==> src/rtl/mux16_rr_scheduler_if.sv <==
// rtl/mux16_rr_scheduler_if.sv - request/grant/beat bundle between requesters, scheduler and downstream
interface mux16_rr_scheduler_if;
    logic [15:0] req;
    logic        rdy;
    logic [3:0]  sel;
    logic [15:0] gnt;
    logic        vld;
    logic        last;

    modport slave  (input  req, rdy, output sel, gnt, vld, last);
    modport master (output req, rdy, input  sel, gnt, vld, last);
endinterface

==> src/rtl/mux16_rr_scheduler.sv <==
// rtl/mux16_rr_scheduler.sv - round-robin select/grant scheduler for a shared 16:1 mux, bursts of up to BURST_MAX beats
// Optional MUX16_SCHED_PRIO0_EN: requester 0 wins every IDLE arbitration it takes part in.
module mux16_rr_scheduler #(
    parameter int BURST_MAX = 4
) (
    input  logic                  clk,
    input  logic                  rst,
    mux16_rr_scheduler_if.slave   bus
);

    typedef enum logic {IDLE, GRANT} state_t;

    state_t      state_q, state_d;
    logic [3:0]  ptr_q, ptr_d;
    logic [3:0]  cnt_q, cnt_d;
    logic [3:0]  sel_q, sel_d;
    logic [15:0] gnt_q, gnt_d;

    logic [3:0]  win;
    logic [3:0]  scan_idx;
    logic        found;
    logic        vld;
    logic        last;
    logic        beat;

    // First set request scanning upward from ptr, wrapping modulo 16.
    always_comb begin
        win      = ptr_q;
        found    = 1'b0;
        scan_idx = ptr_q;
        for (int i = 0; i < 16; i++) begin
            scan_idx = ptr_q + 4'(i);
            if (!found && bus.req[scan_idx]) begin
                win   = scan_idx;
                found = 1'b1;
            end
        end
`ifdef MUX16_SCHED_PRIO0_EN
        if (bus.req[0]) begin
            win = 4'd0;
        end
`endif
    end

    always_comb begin
        vld  = (state_q == GRANT) && bus.req[sel_q];
        last = vld && (cnt_q == 4'(BURST_MAX - 1));
        beat = vld && bus.rdy;
    end

    always_comb begin
        state_d = state_q;
        ptr_d   = ptr_q;
        cnt_d   = cnt_q;
        sel_d   = sel_q;
        gnt_d   = gnt_q;
        case (state_q)
            IDLE: begin
                gnt_d = '0;
                if (|bus.req) begin
                    sel_d   = win;
                    gnt_d   = 16'(1) << win;
                    cnt_d   = '0;
                    state_d = GRANT;
                end
            end
            GRANT: begin
                // Withdrawal and final beat both release; sel is held so the mux stays put.
                if (!bus.req[sel_q] || (beat && last)) begin
                    state_d = IDLE;
                    gnt_d   = '0;
                    ptr_d   = sel_q + 4'd1;
                end else if (beat) begin
                    cnt_d = cnt_q + 4'd1;
                end
            end
            default: state_d = IDLE;
        endcase
    end

    always_ff @(posedge clk or posedge rst) begin
        if (rst) begin
            state_q <= IDLE;
            ptr_q   <= '0;
            cnt_q   <= '0;
            sel_q   <= '0;
            gnt_q   <= '0;
        end else begin
            state_q <= state_d;
            ptr_q   <= ptr_d;
            cnt_q   <= cnt_d;
            sel_q   <= sel_d;
            gnt_q   <= gnt_d;
        end
    end

    assign bus.sel  = sel_q;
    assign bus.gnt  = gnt_q;
    assign bus.vld  = vld;
    assign bus.last = last;

endmodule
==> src/flat_wrapper.sv <==
// flat-port wrapper written by rule: the top's interface ports become plain ports
module mux16_rr_scheduler_flat 
#(
    parameter int BURST_MAX = 4
)
  (clk, rst, bus_req, bus_rdy, bus_sel, bus_gnt, bus_vld, bus_last);
  mux16_rr_scheduler_if bus_i ();
  input  logic clk;
  input  logic rst;
  input wire logic [$bits(bus_i.req)-1:0] bus_req;
  input wire logic [$bits(bus_i.rdy)-1:0] bus_rdy;
  output wire logic [$bits(bus_i.sel)-1:0] bus_sel;
  output wire logic [$bits(bus_i.gnt)-1:0] bus_gnt;
  output wire logic [$bits(bus_i.vld)-1:0] bus_vld;
  output wire logic [$bits(bus_i.last)-1:0] bus_last;
  assign bus_i.req = bus_req;
  assign bus_i.rdy = bus_rdy;
  assign bus_sel = bus_i.sel;
  assign bus_gnt = bus_i.gnt;
  assign bus_vld = bus_i.vld;
  assign bus_last = bus_i.last;
  mux16_rr_scheduler #(.BURST_MAX(BURST_MAX)) u_core (.clk(clk), .rst(rst), .bus(bus_i));
endmodule
==> config.mk <==
export PLATFORM = sky130hd
export DESIGN_NAME = mux16_rr_scheduler_flat
export DESIGN_NICKNAME = d
export VERILOG_FILES = /design/src/rtl/mux16_rr_scheduler_if.sv /design/src/rtl/mux16_rr_scheduler.sv /design/src/flat_wrapper.sv
export SDC_FILE = /design/constraint.sdc
export NUM_CORES = 1
export LEC_CHECK = 0
export BUFFER_PORTS_ARGS = -buffer_cell sky130_fd_sc_hd__buf_2
export CORE_ASPECT_RATIO = 0.9
export CORE_MARGIN = 1.5
export CORE_UTILIZATION = 66
export CTS_CLUSTER_SIZE = 20
export DETAILED_ROUTE_END_ITERATION = 10
export PLACE_DENSITY_LB_ADDON = 0.15
export RECOVER_POWER = 25
export SETUP_SLACK_MARGIN = 0.2
export SLEW_MARGIN = 20
export SYNTH_ARGS = -nofsm -noshare
export SYNTH_HDL_FRONTEND = slang
export SYNTH_SLANG_ARGS = --single-unit
export TNS_END_PERCENT = 30
==> constraint.sdc <==
create_clock -name clk -period 9.4 [get_ports clk]
set_clock_uncertainty 0.1 [all_clocks]
set_input_delay 1.88 -clock clk [delete_from_list [all_inputs] [get_ports clk]]
set_output_delay 1.88 -clock clk [all_outputs]
set_load 0.005 [all_outputs]
Word-level counts from Yosys, hierarchy flattened

Index checks and enable logic that the tools add are counted.
Widths: inputs -> output; s select.

Word-level logic and storage cells: 160
Output and inout bits: 22
Bits in registers: 29
Input bits: 19

Shift operators: 1
Add/sub/neg operators: 17
Magnitude comparators: 17
Bitwise gates (word level): 1
Reductions and logical operators: 40
Muxes and demuxes: 74
Equality and inequality tests: 5

Operator list:

| kind                 | number |
|---|---|
| $lt 4x5->1 const B   | 17 |
| $mux 4               | 18 |
| $bmux 1 s4           | 17 |
| $mux 1               | 34 |
| $add 4x4->4 const B  | 8 |
| $mux 16              | 2 |
| $pmux 16 s2          | 1 |
| $logic_and 1x1->1    | 19 |
| $add 4x3->4 const B  | 4 |
| $logic_not 1->1      | 16 |
| $reduce_or 16->1     | 1 |
| $shl 1x4->16 const A | 1 |
| $add 4x1->4 const B  | 3 |
| $add 4x2->4 const B  | 2 |
| $pmux 4 s2           | 1 |
| $ne 2x2->1 const B   | 3 |
| $eq 4x2->1 const B   | 1 |
| $reduce_and 2->1     | 2 |
| $reduce_and 3->1     | 1 |
| $ne 2x1->1 const B   | 1 |
| $pmux 1 s2           | 1 |
| $logic_or 1x1->1     | 1 |
| $not 1->1            | 1 |

Longest topological paths before layout

Gate-level depths: netlist of run 1.

Word-level depth: 51
Depth in mapped cells: 17
Mapped depth without buffers: 11

Worst setup path before layout of run 1

OpenSTA, ideal clock, no wires.

Path kind: input to output
Start: in bus_req[15]
End: out bus_last
Required time: 7420 ps
Stages on the path: 4
Arrival time: 3169 ps
Path slack: 4251 ps
Path through: mux4_2 mux4_2 and2_1 and3_1

Cells in the longest elaborated chain, start to end: 4

Ends and longest elaborated chain:

| what                         | line                     | source |
|---|---|---|
| from (decl)                  | flat_wrapper.sv:10       | `input wire logic [$bits(bus_i.req)-1:0] bus_req;` |
| $bmux 1 s4                   | mux16_rr_scheduler.sv:46 | `vld = (state_q == GRANT) && bus.req[sel_q];` |
| $mux 1 (not written as such) | mux16_rr_scheduler.sv:46 |  |
| $logic_and 1x1->1            | mux16_rr_scheduler.sv:46 |  |
| named net bus_vld            | flat_wrapper.sv:14       | `output wire logic [$bits(bus_i.vld)-1:0] bus_vld;` |
| $logic_and 1x1->1            | mux16_rr_scheduler.sv:47 | `last = vld && (cnt_q == 4'(BURST_MAX - 1));` |
| to (decl)                    | flat_wrapper.sv:15       | `output wire logic [$bits(bus_i.last)-1:0] bus_last;` |

The timed path passes the listed nets, and every way through them passes these cells. The select of a mux whose other input is x is not followed.

Worst setup path after layout of run 1

Start: reg u_core.ptr_q[1]
End: reg u_core.gnt_q[8] (netlist: u_core.bus.gnt[8])

Cells in the longest elaborated chain, start to end: 51
Elaborated cells between the ends (all ways): 110

Ends and longest elaborated chain:

| what                                                 | line                     | source |
|---|---|---|
| from (decl)                                          | mux16_rr_scheduler.sv:14 | `logic [3:0] ptr_q, ptr_d;` |
| from (signal assigned)                               | mux16_rr_scheduler.sv:90 | `ptr_q <= ptr_d;` |
| branches (longest 47 deep; another with $add 4x1->4) | n/a                      |  |
| $mux 4 (*)                                           | mux16_rr_scheduler.sv:33 | `if (!found && bus.req[scan_idx]) begin` |
| $shl 1x4->16 (*)                                     | mux16_rr_scheduler.sv:62 | `gnt_d = 16'(1) << win;` |
| $mux 16 (*)                                          | mux16_rr_scheduler.sv:60 | `if (\|bus.req) begin` |
| $pmux 16 s2 (*)                                      | mux16_rr_scheduler.sv:57 | `case (state_q)` |
| to (signal assigned)                                 | mux16_rr_scheduler.sv:93 | `gnt_q <= gnt_d;` |
| to (decl)                                            | mux16_rr_scheduler.sv:17 | `logic [15:0] gnt_q, gnt_d;` |

Every way passes the cells marked *. The select of a mux whose other input is x is not followed.
A chain may end at the register's enable or synchronous reset.

==> results of run 1 <==
## metal layers
layer / part of all wire [%] / GRT usage [%] / vias up
met5: 0 / 0 / -
met4: 2.1 / 8.55 / 0
met3: 8.3 / 4.66 / 27
met2: 45 / 51.7 / 204
met1: 44 / 52.3 / 1786
li1: - / - / 1634
## metrics by stage
| step | instance area [um2] | hold slack, ps | setup slack, ps | instances | utilization [%] |
|---|---|---|---|---|---|
| after floorplan | 3940 | 367 | 4250 | 401 | - |
| after global placement | 4080 | 353 | 3860 | 489 | 71.3 |
| after detailed placement | 4080 | 357 | 3790 | 489 | 71.3 |
| after CTS | 4180 | 378 | 3830 | 497 | 73.1 |
| after global routing | 4180 | 408 | 3450 | 497 | 73.1 |
| final | 4180 | 379 | 3820 | 497 | 73.1 |
## final cells by class
type,count,area [um2],share of cell area [%]
clock buffers,7,96.3,2.30
clock inverters,1,5.00,0.120
inverters,16,60.1,1.44
multi-input cells,332,2990,71.6
flip-flops and latches,29,726,17.3
well taps,70,87.6,2.09
repair buffers,42,215,5.15
## cells by family after synthesis
logic type / Yosys count
AO/OA/AOI/OAI: 102
XOR/XNOR: 16
adder cells (fa/ha/maj): 9
buffers and inverters: 40
flip-flops: 29
multiplexers: 75
AND/OR/NAND/NOR: 130
## final timing paths
| check | startpoint | slack (ps) | endpoint | cells after the start |
|---|---|---|---|---|
| setup reg to reg | u_core.ptr_q[1] | 3820 | u_core.bus.gnt[8] | 12 |
| max in group asynchronous | rst | 6800 | u_core.bus.gnt[11] | 2 |
| hold reg to reg | u_core.bus.gnt[11] | 380 | u_core.bus.gnt[11] | 2 |
| min in group asynchronous | rst | 1750 | u_core.bus.gnt[9] | 2 |
| setup / recovery | u_core.ptr_q[1] | 3820 | u_core.bus.gnt[8] | 12 |
| hold / removal | u_core.bus.gnt[11] | 380 | u_core.bus.gnt[11] | 2 |
## flip-flops by register name, summed over array words and instances (netlist names)
register and count:
u_core.bus.gnt 16, u_core.bus.sel 4, u_core.cnt_q 4, u_core.state_q 1, u_core.ptr_q 4
## worst max-delay path: cells and delay by family (launching register included)
kind / cells / cell delay (ps)
DFF: 1 / 320
muxes: 3 / 1470
and+or+nand+nor: 3 / 990
buffers and inverters: 2 / 630
adders and majority gates: 1 / 920
AOI/OAI and AO/OA: 3 / 1000
## placed cells by master (no fill, tap or decap), types with 3 or more instances in the layout
cell type	count
sky130_fd_sc_hd__a211oi_1	5
sky130_fd_sc_hd__a21boi_0	3
sky130_fd_sc_hd__a21boi_1	4
sky130_fd_sc_hd__a21oi_1	18
sky130_fd_sc_hd__and2_1	4
sky130_fd_sc_hd__buf_2	40
sky130_fd_sc_hd__clkbuf_8	7
sky130_fd_sc_hd__dfrtp_1	29
sky130_fd_sc_hd__ha_1	9
sky130_fd_sc_hd__inv_1	14
sky130_fd_sc_hd__mux2_1	9
sky130_fd_sc_hd__mux2_2	11
sky130_fd_sc_hd__mux2i_1	18
sky130_fd_sc_hd__mux4_1	9
sky130_fd_sc_hd__mux4_2	26
sky130_fd_sc_hd__nand2_1	48
sky130_fd_sc_hd__nand2b_1	5
sky130_fd_sc_hd__nand3_1	10
sky130_fd_sc_hd__nor2_1	26
sky130_fd_sc_hd__nor3_1	6
sky130_fd_sc_hd__nor4_1	5
sky130_fd_sc_hd__o211ai_1	3
sky130_fd_sc_hd__o21ai_0	13
sky130_fd_sc_hd__o21bai_1	3
sky130_fd_sc_hd__o22ai_1	3
sky130_fd_sc_hd__o41ai_1	10
sky130_fd_sc_hd__o41ai_2	6
sky130_fd_sc_hd__or2_1	6
sky130_fd_sc_hd__or3_1	5
sky130_fd_sc_hd__xnor2_1	7
sky130_fd_sc_hd__xor2_1	8
==> flow_results.xml, run 1 <==
<?xml version="1.0" encoding="UTF-8"?>
<metrics>
  <group name="logic_synthesis">
    <metric name="synth.mux.area_fraction" unit="%">31.9</metric>
    <metric name="synth_top_family_by_area" unit="">multiplexers</metric>
    <metric name="yosysUniqueCellTypes" unit="">70</metric>
    <metric name="synth_compound_gate_area_share" unit="%">20.9</metric>
    <metric name="sequential_cell_area_fraction_in_the_yosys_report" unit="%">18.4</metric>
    <metric name="post_synth_fa_ha_maj_area_fraction" unit="%">2.86</metric>
    <metric name="async_set_or_reset_flop_fraction_in_the_synthesized_netlist" unit="%">100</metric>
    <metric name="synth-simple-area-share" unit="%">16.6</metric>
    <metric name="synth.top_cells.by_area" unit="">sky130_fd_sc_hd__dfrtp_1 18%, sky130_fd_sc_hd__mux4_2 15%, sky130_fd_sc_hd__mux4_1 6.0%</metric>
    <metric name="yosys.cell_count.top_type" unit="">sky130_fd_sc_hd__nand2_1</metric>
    <metric name="postSynthAreaPerCell" unit="um2">9.82</metric>
    <metric name="yosys-top-cells-count" unit="">48 x sky130_fd_sc_hd__nand2_1, 29 x sky130_fd_sc_hd__dfrtp_1, 26 x sky130_fd_sc_hd__mux4_2, 26 x sky130_fd_sc_hd__nor2_1</metric>
    <metric name="synth_warnings" unit="">0</metric>
    <metric name="synth_top_area_share" unit="%">18.4</metric>
    <metric name="synth.net_count" unit="">429</metric>
    <metric name="mappedNetlistArea" unit="um2">3940</metric>
    <metric name="dominantRegCellSynth" unit="">sky130_fd_sc_hd__dfrtp_1</metric>
    <metric name="synth_seq_cells" unit="">29</metric>
    <metric name="synth_area_leader_cell" unit="">sky130_fd_sc_hd__dfrtp_1</metric>
    <metric name="postSynthCellCount" unit="">401</metric>
    <metric name="synth_edf_count" unit="">0</metric>
    <metric name="synth-xor-area-share" unit="%">3.75</metric>
  </group>
  <group name="floorplan">
    <metric name="dieArea" unit="um2">6440</metric>
    <metric name="floorplan.core_area" unit="um2">5730</metric>
    <metric name="rows" unit="">26</metric>
    <metric name="dieHeight" unit="um">76.3</metric>
    <metric name="die_x" unit="um">84.4</metric>
    <metric name="initial_core_util" unit="%">68.8</metric>
    <metric name="io_pins" unit="">41</metric>
  </group>
  <group name="drt">
    <metric name="antenna_left" unit="">0</metric>
    <metric name="routed_wire_length_per_instance" unit="um">21.7</metric>
    <metric name="vias" unit="">3651</metric>
    <metric name="initial_detailed_routing_violation_count" unit="">372</metric>
    <metric name="dr.pass1.iters" unit="">5</metric>
    <metric name="drcViolationCount" unit="">0</metric>
    <metric name="totalWireLength" unit="um">10800</metric>
    <metric name="vias_per_cell" unit="">7.35</metric>
  </group>
  <group name="layout">
    <metric name="final_net_count" unit="">454</metric>
    <metric name="layout-drive-gt1-share" unit="%">24.6</metric>
    <metric name="flow.area_growth_from_synthesis" unit="%">6.23</metric>
    <metric name="antennaDiodeCount" unit="">0</metric>
    <metric name="n_fill_cell" unit="">444</metric>
  </group>
  <group name="timing">
    <metric name="setup_violations" unit="">0</metric>
    <metric name="hold_viol_final" unit="">0</metric>
    <metric name="maxClockFrequency" unit="MHz">179</metric>
    <metric name="fin_setup_tns" unit="ps">0</metric>
    <metric name="post-route-min-period" unit="ps">5580</metric>
    <metric name="worst_slew_pin_slew" unit="ps">1070</metric>
    <metric name="post-route-period-util" unit="%">59.3</metric>
    <metric name="worst_slew_margin_rel" unit="%">28.3</metric>
    <metric name="grt_setup_unrepaired" unit="">no</metric>
    <metric name="maxSlewViolCount" unit="">0</metric>
  </group>
  <group name="critical_path">
    <metric name="timing.critical_path.from_type" unit="">flip-flop</metric>
    <metric name="critical_path_cell_list" unit="">buf_4, inv_1, ha_1, mux2_1, mux4_2, mux2i_2, nand4b_4, or3_1, o221a_1, a211oi_1, nor2_1, o41ai_1</metric>
    <metric name="timing.critical_path.slowest_stage_cell" unit="">sky130_fd_sc_hd__ha_1</metric>
    <metric name="path_max_fanout" unit="">27</metric>
    <metric name="worst-setup-path-type" unit="">reg2reg</metric>
    <metric name="timing.critical_path.slowest_cell_delay" unit="ps">920</metric>
    <metric name="setup.worst_path.end_class" unit="">flip-flop</metric>
    <metric name="timing.critical_path.arrival" unit="ps">5630</metric>
    <metric name="crit_required" unit="ps">9450</metric>
  </group>
  <group name="cts">
    <metric name="cts_inserted_buffers" unit="">5</metric>
    <metric name="total_clock_sinks" unit="">29</metric>
    <metric name="path_clk_slew" unit="ps">60</metric>
    <metric name="cts_tree" unit="">done</metric>
    <metric name="ctsLongestPathBuffers" unit="">2</metric>
    <metric name="cts-resized-gates" unit="">0</metric>
    <metric name="cts_hold_repair.buffers" unit="">0</metric>
    <metric name="clkLatencyLatePin" unit="ps">280</metric>
    <metric name="ctsRootBufferMaster" unit="">sky130_fd_sc_hd__clkbuf_8</metric>
    <metric name="htreeDepth" unit="">2</metric>
    <metric name="cts_post_setup_buffers_inserted" unit="">0</metric>
  </group>
  <group name="run_status">
    <metric name="run_status" unit="">completed</metric>
  </group>
  <group name="global_route">
    <metric name="grt_first_pass_wirelength" unit="um">17600</metric>
    <metric name="vias_in_the_first_global_route" unit="">3363</metric>
    <metric name="maximum_number_of_pins_on_one_net_before_global_route_repair" unit="">30</metric>
    <metric name="antenna_violations_before_repair" unit="">0</metric>
    <metric name="overflow" unit="">0</metric>
    <metric name="grtUsageTotal" unit="%">34.2</metric>
  </group>
  <group name="placed_design">
    <metric name="port-buffer-count" unit="">40</metric>
    <metric name="dp.final_hpwl" unit="um">7800</metric>
    <metric name="globalplace.congestion" unit="">0.982</metric>
  </group>
  <group name="min_path">
    <metric name="worst_hold_class" unit="">reg2reg</metric>
  </group>
  <group name="job">
    <metric name="max_cap_violations" unit="">0</metric>
  </group>
</metrics>
Power of run 1 is left out: the tool's default activity adds up to more than one toggle a clock period on the data nets, which glitch-free logic cannot reach.
==> inputs of run 2 (changes only) <==
- CORE_UTILIZATION: 66 -> 55
- clock period: 9.4 -> 5 ns (I/O delays scaled with it)
==> run 2 against run 1 <==
  * Via count is 0.90% lower
  * Flip-flop and latch count is the same
  * Routed wire length is 2.1% higher
  * Worst hold slack worse by 8.4 ps
  * Critical path depth down 2
  * First-iteration DRC count is 4.0% higher
  * Design area grew 2.5%
  * Critical endpoint is now u_core.bus.gnt[1]
  * Highest routed layer unchanged
==> flow_results.xml, run 2 (synthesis results as in run 1) <==
<?xml version="1.0" encoding="UTF-8"?>
<metrics>
  <group name="layout">
    <metric name="largest_register_ffs" unit="">16</metric>
    <metric name="final_util" unit="%">61.2</metric>
    <metric name="layout-drive-gt1-share" unit="%">26.5</metric>
    <metric name="most-common-layout-cells" unit="">48 x sky130_fd_sc_hd__nand2_1, 40 x sky130_fd_sc_hd__buf_2, 29 x sky130_fd_sc_hd__dfrtp_1, 26 x sky130_fd_sc_hd__mux4_2, 26 x sky130_fd_sc_hd__nor2_1</metric>
    <metric name="n_fill_cell" unit="">620</metric>
    <metric name="final_common_cell" unit="">sky130_fd_sc_hd__nand2_1</metric>
    <metric name="final_net_count" unit="">465</metric>
    <metric name="antennaDiodeCount" unit="">0</metric>
    <metric name="flow.area_growth_from_synthesis" unit="%">8.83</metric>
  </group>
  <group name="drt">
    <metric name="vias_per_cell" unit="">6.83</metric>
    <metric name="dr.pass1.iters" unit="">5</metric>
    <metric name="routed_wire_length_per_instance" unit="um">20.8</metric>
    <metric name="drcViolationCount" unit="">0</metric>
    <metric name="initial_detailed_routing_violation_count" unit="">387</metric>
    <metric name="totalWireLength" unit="um">11000</metric>
    <metric name="vias" unit="">3618</metric>
    <metric name="antenna_left" unit="">0</metric>
  </group>
  <group name="critical_path">
    <metric name="timing.critical_path.slowest_stage_cell" unit="">sky130_fd_sc_hd__mux4_1</metric>
    <metric name="critical_path_cell_list" unit="">buf_2, mux4_1, or2_1, mux4_2, nand4b_4, or3_1, o221a_1, a211oi_1, nor2_1, o41ai_1</metric>
    <metric name="timing.critical_path.from_type" unit="">primary input</metric>
    <metric name="crit_required" unit="ps">5060</metric>
    <metric name="path_max_fanout" unit="">11</metric>
    <metric name="worstPathBufferInverterCount" unit="">1</metric>
    <metric name="worst_path_dominant_cell_family" unit="">simple AND/OR/NAND/NOR gates</metric>
    <metric name="setup.worst_path.end_class" unit="">flip-flop</metric>
    <metric name="worst-setup-path-type" unit="">in2reg</metric>
    <metric name="timing.critical_path.arrival" unit="ps">4550</metric>
    <metric name="timing.critical_path.slowest_cell_delay" unit="ps">610</metric>
    <metric name="path_depth" unit="">10</metric>
    <metric name="rr_worst_depth" unit="">11</metric>
  </group>
  <group name="timing">
    <metric name="fin_setup_tns" unit="ps">0</metric>
    <metric name="timing.hold.ws" unit="ps">371</metric>
    <metric name="post-route-min-period" unit="ps">4490</metric>
    <metric name="maxSlewViolCount" unit="">0</metric>
    <metric name="setup_violations" unit="">0</metric>
    <metric name="grt_setup_unrepaired" unit="">no</metric>
    <metric name="worst_slew_pin_slew" unit="ps">1100</metric>
    <metric name="worst_slew_margin_rel" unit="%">26.6</metric>
    <metric name="post-route-period-util" unit="%">89.9</metric>
    <metric name="maxClockFrequency" unit="MHz">222</metric>
    <metric name="hold_viol_final" unit="">0</metric>
  </group>
  <group name="floorplan">
    <metric name="rows" unit="">29</metric>
    <metric name="die_x" unit="um">92.2</metric>
    <metric name="initial_core_util" unit="%">56.2</metric>
    <metric name="floorplan.core_area" unit="um2">7000</metric>
    <metric name="io_pins" unit="">41</metric>
    <metric name="dieHeight" unit="um">83.3</metric>
    <metric name="dieArea" unit="um2">7680</metric>
  </group>
  <group name="global_route">
    <metric name="grt_first_pass_wirelength" unit="um">18500</metric>
    <metric name="maximum_number_of_pins_on_one_net_before_global_route_repair" unit="">30</metric>
    <metric name="overflow" unit="">0</metric>
    <metric name="vias_in_the_first_global_route" unit="">3481</metric>
    <metric name="antenna_violations_before_repair" unit="">0</metric>
    <metric name="grtUsageTotal" unit="%">30.3</metric>
  </group>
  <group name="placed_design">
    <metric name="dp.final_hpwl" unit="um">8090</metric>
    <metric name="globalplace.congestion" unit="">0.955</metric>
    <metric name="port-buffer-count" unit="">40</metric>
  </group>
  <group name="cts">
    <metric name="path_clk_slew" unit="ps">60</metric>
    <metric name="htreeDepth" unit="">2</metric>
    <metric name="ctsRootBufferMaster" unit="">sky130_fd_sc_hd__clkbuf_8</metric>
    <metric name="cts_hold_repair.buffers" unit="">0</metric>
    <metric name="cts_tree" unit="">done</metric>
    <metric name="cts_inserted_buffers" unit="">5</metric>
    <metric name="cts_post_setup_buffers_inserted" unit="">0</metric>
    <metric name="total_clock_sinks" unit="">29</metric>
    <metric name="clkLatencyLatePin" unit="ps">280</metric>
    <metric name="ctsLongestPathBuffers" unit="">2</metric>
  </group>
  <group name="job">
    <metric name="max_cap_violations" unit="">0</metric>
  </group>
  <group name="min_path">
    <metric name="worst_hold_class" unit="">reg2reg</metric>
    <metric name="hold_depth" unit="">2</metric>
  </group>
  <group name="run_status">
    <metric name="run_status" unit="">completed</metric>
  </group>
</metrics>
-- run 2: changes by cell type in the layout (fill, tap and decap cells not counted) --
| cell | change |
|---|---|
| sky130_fd_sc_hd__mux2i_1 | -1 |
| sky130_fd_sc_hd__buf_4 | +11 |
| sky130_fd_sc_hd__mux2i_2 | +1 |
| sky130_fd_sc_hd__clkbuf_8 | -1 |
| sky130_fd_sc_hd__clkinv_2 | -1 |
| sky130_fd_sc_hd__clkbuf_1 | +1 |
| sky130_fd_sc_hd__ha_1 | -1 |
| sky130_fd_sc_hd__ha_2 | +1 |
-- run 2: through the flow --
stage / cell area [um2] / setup WS [ps] / instances
finish: 4290 / 505 / 530
global route: 4290 / 269 / 530
CTS: 4280 / 275 / 530
detailed placement: 4190 / 223 / 523
global placement: 4190 / 383 / 523
floorplan: 3940 / 418 / 401
-- run 2: layout make-up --
cell class,instances,area [um2],area share (%)
Sequential cell,29,726,16.9
Tap cell,93,116,2.72
Timing Repair Buffer,53,298,6.95
Clock buffer,7,86.3,2.01
Inverter,16,60.1,1.40
Multi-Input combinational cell,332,3000,70.0
-- run 2: path summary, 6_finish.rpt --
check,from,end,slack (ps)
worst max-delay path,bus_req[1],u_core.bus.gnt[1],510
worst min-delay path,u_core.bus.gnt[10],u_core.bus.gnt[10],370
worst max register to register,u_core.ptr_q[0],u_core.bus.gnt[1],530
worst min register to register,u_core.bus.gnt[10],u_core.bus.gnt[10],370
max in group asynchronous,rst,u_core.bus.gnt[8],3250
min in group asynchronous,rst,u_core.cnt_q[1],900
-- run 2: metal layers --
metal  global-route usage [%]  up-vias  wire length [um]  part of all wire, %
met1                     46.5     1754              4940                   45
met3                     4.30       26               845                  7.7
met5                        0        -                 0                    0
met2                     45.5      187              5000                   45
met4                     6.85        0               226                  2.1
li1                         -     1651                 -                    -
-- run 2: repair_timing --
| action | 4_1_cts | 5_1_grt |
|---|---|---|
| setup endpoints to repair | 0 | 18 |
| gates resized for setup | 0 | 2 |
| endpoints found under the hold margin | 0 | 0 |
-- run 2: tightest hold or removal path, delay by kind of cell (launching register included) --
family             cells  cell delay, ps
AOI/OAI and AO/OA      1              50
DFF                    1             340
and+or+nand+nor        1              50
Power of run 2 is left out for the same reason.
==> inputs of run 3 (changes only) <==
- PLACE_DENSITY: default -> 0.78
- PLACE_DENSITY_LB_ADDON: 0.15 -> default
==> run 3 against run 2 <==
  * Register-to-register slack about the same
  * Routed wire length decreased by 0.61%
  * Design area decreased by 0.15%
==> flow_results.xml, run 3 (synthesis results as in run 1) <==
<?xml version="1.0" encoding="UTF-8"?>
<metrics>
  <group name="layout">
    <metric name="layout-drive-gt1-share" unit="%">26.7</metric>
    <metric name="area_used_by_multi_input_combinational_logic" unit="um2">3000</metric>
    <metric name="final_net_count" unit="">462</metric>
    <metric name="largest_register_ffs" unit="">16</metric>
    <metric name="most-common-layout-cells" unit="">48 x sky130_fd_sc_hd__nand2_1, 40 x sky130_fd_sc_hd__buf_2, 28 x sky130_fd_sc_hd__dfrtp_1, 26 x sky130_fd_sc_hd__mux4_2, 26 x sky130_fd_sc_hd__nor2_1</metric>
    <metric name="flow.area_growth_from_synthesis" unit="%">8.67</metric>
    <metric name="antennaDiodeCount" unit="">0</metric>
    <metric name="final_common_cell" unit="">sky130_fd_sc_hd__nand2_1</metric>
    <metric name="n_fill_cell" unit="">588</metric>
    <metric name="final-seq-area" unit="um2">727</metric>
  </group>
  <group name="drt">
    <metric name="drcViolationCount" unit="">0</metric>
    <metric name="vias_per_cell" unit="">7.03</metric>
    <metric name="antenna_left" unit="">0</metric>
    <metric name="initial_detailed_routing_violation_count" unit="">300</metric>
    <metric name="totalWireLength" unit="um">11000</metric>
    <metric name="routed-wl-met2" unit="um">5270</metric>
    <metric name="highest_layer" unit="">met4</metric>
    <metric name="dr.pass1.iters" unit="">5</metric>
    <metric name="metal3_wl" unit="um">848</metric>
    <metric name="vias" unit="">3712</metric>
    <metric name="m1WireLength" unit="um">4560</metric>
    <metric name="routed_wire_length_per_instance" unit="um">20.7</metric>
  </group>
  <group name="critical_path">
    <metric name="path_max_fanout" unit="">13</metric>
    <metric name="timing.critical_path.arrival" unit="ps">4520</metric>
    <metric name="timing.critical_path.from_type" unit="">flip-flop</metric>
    <metric name="worst-setup-path-type" unit="">reg2reg</metric>
    <metric name="setup.worst_path.end_class" unit="">flip-flop</metric>
    <metric name="crit_required" unit="ps">5040</metric>
  </group>
  <group name="cts">
    <metric name="cts_hold_repair.buffers" unit="">0</metric>
    <metric name="htreeDepth" unit="">2</metric>
    <metric name="ctsLongestPathBuffers" unit="">2</metric>
    <metric name="path_clk_slew" unit="ps">70</metric>
    <metric name="cts_tree" unit="">done</metric>
    <metric name="total_clock_sinks" unit="">29</metric>
    <metric name="ctsRootBufferMaster" unit="">sky130_fd_sc_hd__clkbuf_8</metric>
    <metric name="cts_inserted_buffers" unit="">5</metric>
    <metric name="clkLatencyLatePin" unit="ps">290</metric>
    <metric name="cts_post_setup_buffers_inserted" unit="">0</metric>
  </group>
  <group name="placed_design">
    <metric name="dp.final_hpwl" unit="um">8160</metric>
    <metric name="port-buffer-count" unit="">40</metric>
    <metric name="globalplace.congestion" unit="">0.971</metric>
  </group>
  <group name="timing">
    <metric name="maxSlewViolCount" unit="">0</metric>
    <metric name="fin_setup_tns" unit="ps">0</metric>
    <metric name="grt_setup_unrepaired" unit="">no</metric>
    <metric name="post-route-period-util" unit="%">89.5</metric>
    <metric name="hold_viol_final" unit="">0</metric>
    <metric name="worst_slew_margin_rel" unit="%">27.5</metric>
    <metric name="maxClockFrequency" unit="MHz">223</metric>
    <metric name="worst_slew_pin_slew" unit="ps">1090</metric>
    <metric name="post-route-min-period" unit="ps">4480</metric>
    <metric name="setup_violations" unit="">0</metric>
  </group>
  <group name="floorplan">
    <metric name="initial_core_util" unit="%">56.2</metric>
    <metric name="dieHeight" unit="um">83.3</metric>
    <metric name="rows" unit="">29</metric>
    <metric name="die_x" unit="um">92.2</metric>
    <metric name="io_pins" unit="">41</metric>
    <metric name="floorplan.core_area" unit="um2">7000</metric>
    <metric name="dieArea" unit="um2">7680</metric>
  </group>
  <group name="global_route">
    <metric name="vias_in_the_first_global_route" unit="">3463</metric>
    <metric name="antenna_violations_before_repair" unit="">0</metric>
    <metric name="maximum_number_of_pins_on_one_net_before_global_route_repair" unit="">30</metric>
    <metric name="grt_first_pass_wirelength" unit="um">17700</metric>
    <metric name="overflow" unit="">0</metric>
    <metric name="grtUsageTotal" unit="%">29.0</metric>
  </group>
  <group name="min_path">
    <metric name="worst_hold_class" unit="">reg2reg</metric>
  </group>
  <group name="run_status">
    <metric name="run_status" unit="">completed</metric>
  </group>
  <group name="job">
    <metric name="max_cap_violations" unit="">0</metric>
  </group>
</metrics>
[run 3: cell types whose count changed in the layout (fill, tap and decap cells not counted), sizes merged]
cell    delta
buf        -3
clkinv     +1
[run 3: cell type report]
class | instances | share of cell area, %
Sequential cell | 29 | 17.0
Clock inverter | 1 | 0.117
Multi-Input combinational cell | 332 | 70.1
Inverter | 16 | 1.40
Timing Repair Buffer | 50 | 6.43
Tap cell | 93 | 2.72
Clock buffer | 7 | 2.25
[run 3: worst max-delay path: stages, from the launching register on]
cell and delay [ps]:
sky130_fd_sc_hd__dfrtp_1 360, sky130_fd_sc_hd__inv_2 110, sky130_fd_sc_hd__ha_2 540, sky130_fd_sc_hd__mux2_1 400, sky130_fd_sc_hd__mux4_2 540, sky130_fd_sc_hd__mux2i_1 440, sky130_fd_sc_hd__inv_1 180, sky130_fd_sc_hd__nor4_4 450
sky130_fd_sc_hd__o2111ai_1 230, sky130_fd_sc_hd__a21boi_1 180, sky130_fd_sc_hd__a31oi_1 570, sky130_fd_sc_hd__o41ai_1 200
[run 3: metrics by stage]
step	cell area, um2	instances	utilization [%]	setup slack (ps)	hold slack (ps)
5_1_grt	4280	528	61.1	211	406
2_1_floorplan	3940	401	-	418	367
3_5_place_dp	4170	520	59.5	350	367
6_report	4280	528	61.1	524	381
3_3_place_gp	4170	520	59.5	443	359
4_1_cts	4270	528	61.0	381	382
[run 3: repair_timing]
item,4_1_cts,5_1_grt
setup endpoints to repair,0,18
gates resized for setup,0,3
endpoints found under the hold margin,0,0
[run 3: path summary, 6_finish.rpt]
kind / start / to / slack, ps / cells past startpoint
max in group asynchronous: rst / u_core.ptr_q[2] / 3200 / 2
hold / removal: u_core.bus.gnt[7] / u_core.bus.gnt[7] / 380 / 2
hold reg to reg: u_core.bus.gnt[7] / u_core.bus.gnt[7] / 380 / 2
setup / recovery: u_core.ptr_q[0] / u_core.bus.gnt[4] / 520 / 11
min in group asynchronous: rst / u_core.bus.sel[0] / 880 / 2
setup reg to reg: u_core.ptr_q[0] / u_core.bus.gnt[4] / 520 / 11
[run 3: metal layers]
metal / track usage, % / up-vias
met1: 40.0 / 1842
li1: - / 1653
met5: 0 / -
met4: 9.37 / 0
met3: 5.13 / 28
met2: 46.3 / 189
Power of run 3 is left out for the same reason.
